===== src/rtl/fetch_queue.sv =====
// fetch_queue: instruction fetch stage with an in-order {inst, pc, npc} queue feeding decode.
// Optional macro FETCH_JAL_PREDICT_EN: predict JAL targets as the next fetch PC.
`default_nettype none

module fetch_queue #(
    parameter int          DEPTH    = 4,
    parameter logic [31:0] RESET_PC = 32'h0
) (
    input  logic        clk_in,
    input  logic        rst_in,
    input  logic        rdy_in,
    output logic        mem_req,
    output logic [31:0] mem_addr,
    input  logic        mem_ack,
    input  logic [31:0] mem_data,
    input  logic        jump_valid,
    input  logic [31:0] jump_pc,
    output logic        out_valid,
    input  logic        out_ready,
    output logic [31:0] out_inst,
    output logic [31:0] out_pc,
    output logic [31:0] out_npc
);

    localparam int PW = $clog2(DEPTH);
    localparam int CW = PW + 1;
    localparam logic [CW-1:0] c_depth = CW'(DEPTH);

    typedef enum logic [1:0] {
        ST_IDLE    = 2'd0,
        ST_WAIT    = 2'd1,
        ST_DISCARD = 2'd2
    } state_t;

    state_t         state_q, state_d;
    logic [CW-1:0]  count_q, count_d;
    logic [PW-1:0]  head_q, head_d;
    logic [PW-1:0]  tail_q, tail_d;
    logic [31:0]    fetch_pc_q, fetch_pc_d;
    logic           mem_req_q, mem_req_d;
    logic [31:0]    mem_addr_q, mem_addr_d;
    logic [31:0]    inst_q [DEPTH];
    logic [31:0]    inst_d [DEPTH];
    logic [31:0]    pc_q   [DEPTH];
    logic [31:0]    pc_d   [DEPTH];
    logic [31:0]    npc_q  [DEPTH];
    logic [31:0]    npc_d  [DEPTH];

    logic           w_out_valid;
    logic           w_pop;
    logic           w_push;
    logic [31:0]    w_npc;
    logic [CW-1:0]  w_count_after_push;

    assign w_out_valid        = (count_q != '0) && !jump_valid;
    assign w_pop              = rdy_in && w_out_valid && out_ready;
    assign w_count_after_push = count_q + CW'(1) - CW'(w_pop);

    always_comb begin
        w_npc = fetch_pc_q + 32'd4;
`ifdef FETCH_JAL_PREDICT_EN
        if (mem_data[6:0] == 7'b1101111) begin
            w_npc = fetch_pc_q + {{11{mem_data[31]}}, mem_data[31], mem_data[19:12],
                                  mem_data[20], mem_data[30:21], 1'b0};
        end
`endif
    end

    always_comb begin
        state_d    = state_q;
        count_d    = count_q;
        head_d     = head_q;
        tail_d     = tail_q;
        fetch_pc_d = fetch_pc_q;
        mem_req_d  = mem_req_q;
        mem_addr_d = mem_addr_q;
        inst_d     = inst_q;
        pc_d       = pc_q;
        npc_d      = npc_q;
        w_push     = 1'b0;

        if (rdy_in) begin
            case (state_q)
                ST_IDLE: begin
                    if (!jump_valid && (count_q < c_depth)) begin
                        mem_req_d  = 1'b1;
                        mem_addr_d = fetch_pc_q;
                        state_d    = ST_WAIT;
                    end
                end
                ST_WAIT: begin
                    if (mem_ack && !jump_valid) begin
                        w_push     = 1'b1;
                        fetch_pc_d = w_npc;
                        if (w_count_after_push < c_depth) begin
                            mem_addr_d = w_npc;
                        end else begin
                            mem_req_d = 1'b0;
                            state_d   = ST_IDLE;
                        end
                    end
                end
                ST_DISCARD: begin
                    if (mem_ack) begin
                        mem_req_d = 1'b0;
                        state_d   = ST_IDLE;
                    end
                end
                default: state_d = ST_IDLE;
            endcase

            if (w_push) begin
                inst_d[tail_q] = mem_data;
                pc_d[tail_q]   = fetch_pc_q;
                npc_d[tail_q]  = w_npc;
                tail_d         = tail_q + PW'(1);
            end
            if (w_pop) begin
                head_d = head_q + PW'(1);
            end
            count_d = count_q + CW'(w_push) - CW'(w_pop);

            // A redirect overrides any push/pop and abandons an in-flight request.
            if (jump_valid) begin
                fetch_pc_d = jump_pc;
                count_d    = '0;
                head_d     = '0;
                tail_d     = '0;
                if (state_q == ST_WAIT) begin
                    if (mem_ack) begin
                        mem_req_d = 1'b0;
                        state_d   = ST_IDLE;
                    end else begin
                        state_d = ST_DISCARD;
                    end
                end
            end
        end
    end

    always_ff @(posedge clk_in or posedge rst_in) begin
        if (rst_in) begin
            state_q    <= ST_IDLE;
            count_q    <= '0;
            head_q     <= '0;
            tail_q     <= '0;
            fetch_pc_q <= RESET_PC;
            mem_req_q  <= 1'b0;
            mem_addr_q <= '0;
            inst_q     <= '{default: '0};
            pc_q       <= '{default: '0};
            npc_q      <= '{default: '0};
        end else begin
            state_q    <= state_d;
            count_q    <= count_d;
            head_q     <= head_d;
            tail_q     <= tail_d;
            fetch_pc_q <= fetch_pc_d;
            mem_req_q  <= mem_req_d;
            mem_addr_q <= mem_addr_d;
            inst_q     <= inst_d;
            pc_q       <= pc_d;
            npc_q      <= npc_d;
        end
    end

    assign mem_req   = mem_req_q;
    assign mem_addr  = mem_addr_q;
    assign out_valid = w_out_valid;
    assign out_inst  = inst_q[head_q];
    assign out_pc    = pc_q[head_q];
    assign out_npc   = npc_q[head_q];

endmodule

`default_nettype wire

===== config.mk =====
export PLATFORM = sky130hd
export DESIGN_NAME = fetch_queue
export DESIGN_NICKNAME = d
export VERILOG_FILES = /design/src/rtl/fetch_queue.sv
export SDC_FILE = /design/constraint.sdc
export NUM_CORES = 1
export LEC_CHECK = 0
export CORE_AREA = 4 4 188 190
export CTS_CLUSTER_DIAMETER = 100
export DETAILED_ROUTE_END_ITERATION = 12
export DIE_AREA = 0 0 192 194
export GPL_ROUTABILITY_DRIVEN = 0
export HOLD_SLACK_MARGIN = 0.02
export PLACE_DENSITY_LB_ADDON = 0.15
export REMOVE_ABC_BUFFERS = 1
export SLEW_MARGIN = 20
export SYNTH_ARGS = -nofsm -noshare
export SYNTH_HDL_FRONTEND = slang
export SYNTH_SLANG_ARGS = --single-unit

===== constraint.sdc =====
create_clock -name clk_in -period 36.1 [get_ports clk_in]
set_clock_uncertainty 0.05 [all_clocks]
set_input_delay 3.61 -clock clk_in [delete_from_list [all_inputs] [get_ports clk_in]]
set_output_delay 3.61 -clock clk_in [all_outputs]
set_load 0.02 [all_outputs]

# [Yosys cells after proc, flatten, opt, wreduce, memory -nomap -nowiden]
# Index checks and enable logic that the tools add are counted.
[totals] reg_bits=458 input_bits=70 out_inout_bits=130 wordCells=102
[op_classes] n_addsub=7 order_cmp=5 n_eq_ne=5 mux=45 n_bitwise=2 n_reduce_logical=19
[ops] operator="$mux W32" n=13
[ops] operator="$bwmux W128" n=3
[ops] operator="$bmux W32 S2" n=3
[ops] operator="$demux W32 S2" n=1
[ops] operator="$pmux W32 S2" n=1
[ops] operator="$add A32 B3 Y32 const B" n=1
[ops] operator="$mux W2" n=11
[ops] operator="$mux W1" n=10
[ops] operator="$reduce_bool A2 Y1" n=5
[ops] operator="$ge A3 B3 Y1 const B" n=2
[ops] operator="$logic_and A1 B1 Y1" n=6
[ops] operator="$lt A3 B3 Y1 const B" n=2
[ops] operator="$ne A2 B2 Y1 const B" n=3
[ops] operator="$not A2 Y3" n=2
[ops] operator="$pmux W2 S3" n=1
[ops] operator="$reduce_and A2 Y1" n=3
[ops] operator="$sub A3 B1 Y3" n=2
[ops] operator="$reduce_and A5 Y1" n=1
[ops] operator="$add A2 B1 Y2 const B" n=2
[ops] operator="$add A3 B1 Y3" n=1
[ops] operator="$add A3 B1 Y3 const B" n=1
[ops] operator="$lt A3 B1 Y1 const B" n=1
[ops] operator="$mux W3" n=1
[ops] operator="$pmux W1 S3" n=1
[ops] operator="6 further kinds" n=6

# [Longest topological paths before layout]
[depth] ltp_word=12 depth_mapped=12

# [Least setup slack after synthesis]
# OpenSTA, ideal clock, no wires.
[synth_path] kind="input -> output" from="input port jump_valid" to="output port out_valid" arrival_ns=4.552 path_slack_ns=27.888 path_stages=4 n_path_buf=3 path_cell_list="clkbuf_1 > clkbuf_1 > clkbuf_1 > nor2_1"
[synth_between] elab_chain_cells=2
[synth_rtl] element="from (decl)" line="16" rtl="input logic jump_valid,"
[synth_rtl] element="$logic_not A1 Y1" line="55" rtl="assign w_out_valid = (count_q != '0) && !jump_valid;"
[synth_rtl] element="$logic_and A1 B1 Y1" line="55"
[synth_rtl] element="to (decl)" line="18" rtl="output logic out_valid,"
# No other way between the ends.

# [Worst setup path in the final report]
# Ends and elaborated chain as after synthesis.

==> run_results.csv <==
group,metric,value,unit
global_route,antenna_found_initial,1,
die,start_util,0.610,
outcome,outcome,"completed",
detailed_routing,routedWlPerCell,21.7,um
placement,hpwl,29.6,mm
global_route,overflow,0,
clock_network,clkTransAtPathRegs,60,ps
flow_run,maxCapViolations,0,
worst_setup_path,critPathRequiredTime,32440,ps
layout,area_growth,18.6,%
sta,post-route-period-util,0.241,
worst_setup_path,start_kind,"input port",
detailed_routing,ant_nets,0,
min_path,hp-class,"flop to flop",
power,p_per_area,78.5,nW/um^2
clock_network,root_buffer,"clkbuf_16",
yosys,yosys_warnings,0,
layout,n_antenna_cell,0,
layout,fillers,2255,
yosys,synthFlopType,"dfrtp_1",
sta,fin_setup_tns,0,ps
yosys,synthArstFlopShare,1.00,
detailed_routing,vias_per_cell,6.10,
sta,tightest_slew,1090,ps
die,io_pins,200,
detailed_routing,wl,48.5,mm
yosys,synth_area_leaders,"dfrtp_1 55%, mux2_2 13%, mux4_2 10%, o21ai_0 4.6%, nand2_1 3.8%",
sta,fmax,0.115,GHz
detailed_routing,dr.pass1.iters,5,
yosys,synth_area_leader_cell,"dfrtp_1",
die,rows,67,
global_route,busiest_layer,"met2",
yosys,synth_top_area_share,0.552,
clock_network,post_cts_buffers,0,
power,power_leakage,10.7,nW
clock_network,clock-sinks,450,
global_route,grt_pass1_wl,77.9,mm
placement,dpl.cell_count,2154,
layout,drive_gt1_frac,0.246,
clock_network,cts_max_level,2,
clock_network,cts_resized,0,
worst_setup_path,cp_max_fo,72,
sta,rsz0062_at_grt,"no",
detailed_routing,drt_iter0_markers,1004,
worst_setup_path,path_class,"input port to output pin",
global_route,grt_pass1_vias,14251,
global_route,grt_usage,0.262,
layout,stdcell_count,2240,
die,die_height,194,um
die,design.die.area,37200,um^2
clock_network,cts.path.max_buffers,3,
power,ir_worst_vdd,0.0592,mV
yosys,ys_types,60,
yosys,syn_area,20400,um^2
yosys,synth_area_per_cell,12.6,um^2
yosys,seq_area_frac_synth,0.552,
sta,slew_headroom,0.271,
global_route,grtUsageMet3,0.0375,
worst_setup_path,worst_setup_path_end_kind,"output pin",
die,core,33400,um^2
yosys,ys_ff_latch,450,
die,fp.dieW,192,um
clock_network,clock_latency,550,ps
global_route,use_met2,0.429,
clock_network,cts_buffers,46,
worst_setup_path,crit_arrival,5040,ps
layout,nNetsFinal,1834,
sta,setup_viol,0,
yosys,synth_cells,1624,
global_route,grt_max_degree,178,
sta,final.min_clock_period,8700,ps
clock_network,cts_hold_buffers,0,
global_route,grtUsageMet1,0.372,
clock_network,cts_tree,"yes",
yosys,synth_edf_count,0,
sta,hold_viol,0,
sta,final_max_slew_viol_count,0,
placement,portBuffers,199,
detailed_routing,drc,0,
detailed_routing,vias,13656,
## per-layer routing
metal / routed length, um / up-vias
met5: 13 / -
met4: 1360 / 2
met3: 2460 / 92
met2: 23900 / 397
met1: 20800 / 7077
li1: - / 6088
## layout make-up
type,count,area (um^2),area share
flip-flops and latches,450,11300,0.466
multi-input cells,1022,8560,0.354
repair buffers,218,2190,0.0904
clock buffers,64,1330,0.0550
well taps,448,561,0.0232
clock inverters,20,210,0.00869
inverters,18,75.1,0.00310
## state kept, by name (all words and copies together) (netlist names)
name        cells
inst_q        128
pc_q          128
npc_q         120
fetch_pc_q     32
mem_addr       32
count_q         3
head_q          2
state_q         2
tail_q          2
mem_req         1
## Yosys cell counts (all sizes together) (7+ instances only)
library cell / n
dfrtp: 450
mux2: 232
nand2: 205
o21ai: 190
mux4: 94
clkbuf: 86
buf: 48
nor2: 47
a21oi: 39
xnor2: 27
nand3: 22
xor2: 21
inv: 18
and3: 15
nor3: 15
nand4: 10
a22oi: 7
ha: 7
mux2i: 7
## power by group
part | switching [mW] | internal (mW) | total [mW] | leakage (nW)
combinational | 0.320 | 0.343 | 0.662 | 3.94
sequential | 0.109 | 0.644 | 0.753 | 5.94
clock | 0.196 | 0.286 | 0.482 | 0.770
total | 0.625 | 1.27 | 1.90 | 10.7
## logic make-up (layout without fill, tap and decap cells)
family,after synthesis,in the layout,share of synthesized area
flip-flops,450,450,0.552
AND/OR/NAND/NOR,347,347,0.0772
multiplexers,333,333,0.235
AO/OA/AOI/OAI,286,286,0.0789
buffers and inverters,152,320,0.0304
XOR/XNOR,48,48,0.0206
adder cells (fa/ha/maj),8,8,0.00528
## final timing paths
kind / startpoint / end / slack [ps] / cells after the start
min reg2reg: npc_q[9]$_DFFE_PP0P_ / npc_q[9]$_DFFE_PP0P_ / 430 / 2
max in group asynchronous: rst_in / head_q[0]$_DFFE_PP0P_ / 30830 / 3
max reg2reg: state_q[1]$_DFFE_PP0P_ / inst_q[92]$_DFFE_PP0P_ / 32690 / 5
max: jump_valid / out_valid / 27400 / 4
min: npc_q[9]$_DFFE_PP0P_ / npc_q[9]$_DFFE_PP0P_ / 430 / 2
min in group asynchronous: rst_in / inst_q[74]$_DFFE_PP0P_ / 3570 / 2
## worst max-delay path, stage by stage
cell and delay, ps:
buf_2 70, buf_4 560, nor2_1 120, clkdlybuf4s50_1 580
## metrics by stage
stage	total power, mW	setup WS, ps	hold WS, ps	cell area [um^2]	util
6_report	1.90	27400	425	24200	0.723
5_1_grt	1.99	27370	450	24200	0.723
4_1_cts	1.91	27460	429	24100	0.721
3_5_place_dp	1.42	27480	415	22600	0.675
3_3_place_gp	1.40	27490	406	22600	0.675
2_1_floorplan	1.14	19900	391	19800	-
## cells in the final DEF, fill, tap and decap left out, types with 4 or more instances in the layout
cell,instances
xor2_1,21
mux2_2,232
nor4_1,4
xnor2_1,27
clkinv_2,13
ha_1,7
nand4_1,8
or3_1,5
buf_4,15
o21ai_0,189
nor3_1,13
nand3_1,21
a22oi_1,7
a32oi_1,6
a21oi_1,38
clkbuf_1,8
bufinv_16,4
o2bb2ai_1,6
and3_1,14
o22ai_1,6
mux4_2,94
nand2_1,202
clkdlybuf4s50_1,198
inv_1,17
nor2_1,47
mux2i_1,7
clkbuf_8,9
o211ai_1,5
or4_1,4
dfrtp_1,448
clkbuf_16,47
nand2b_1,4
No activity file was read; power rests on OpenSTA's default activity.
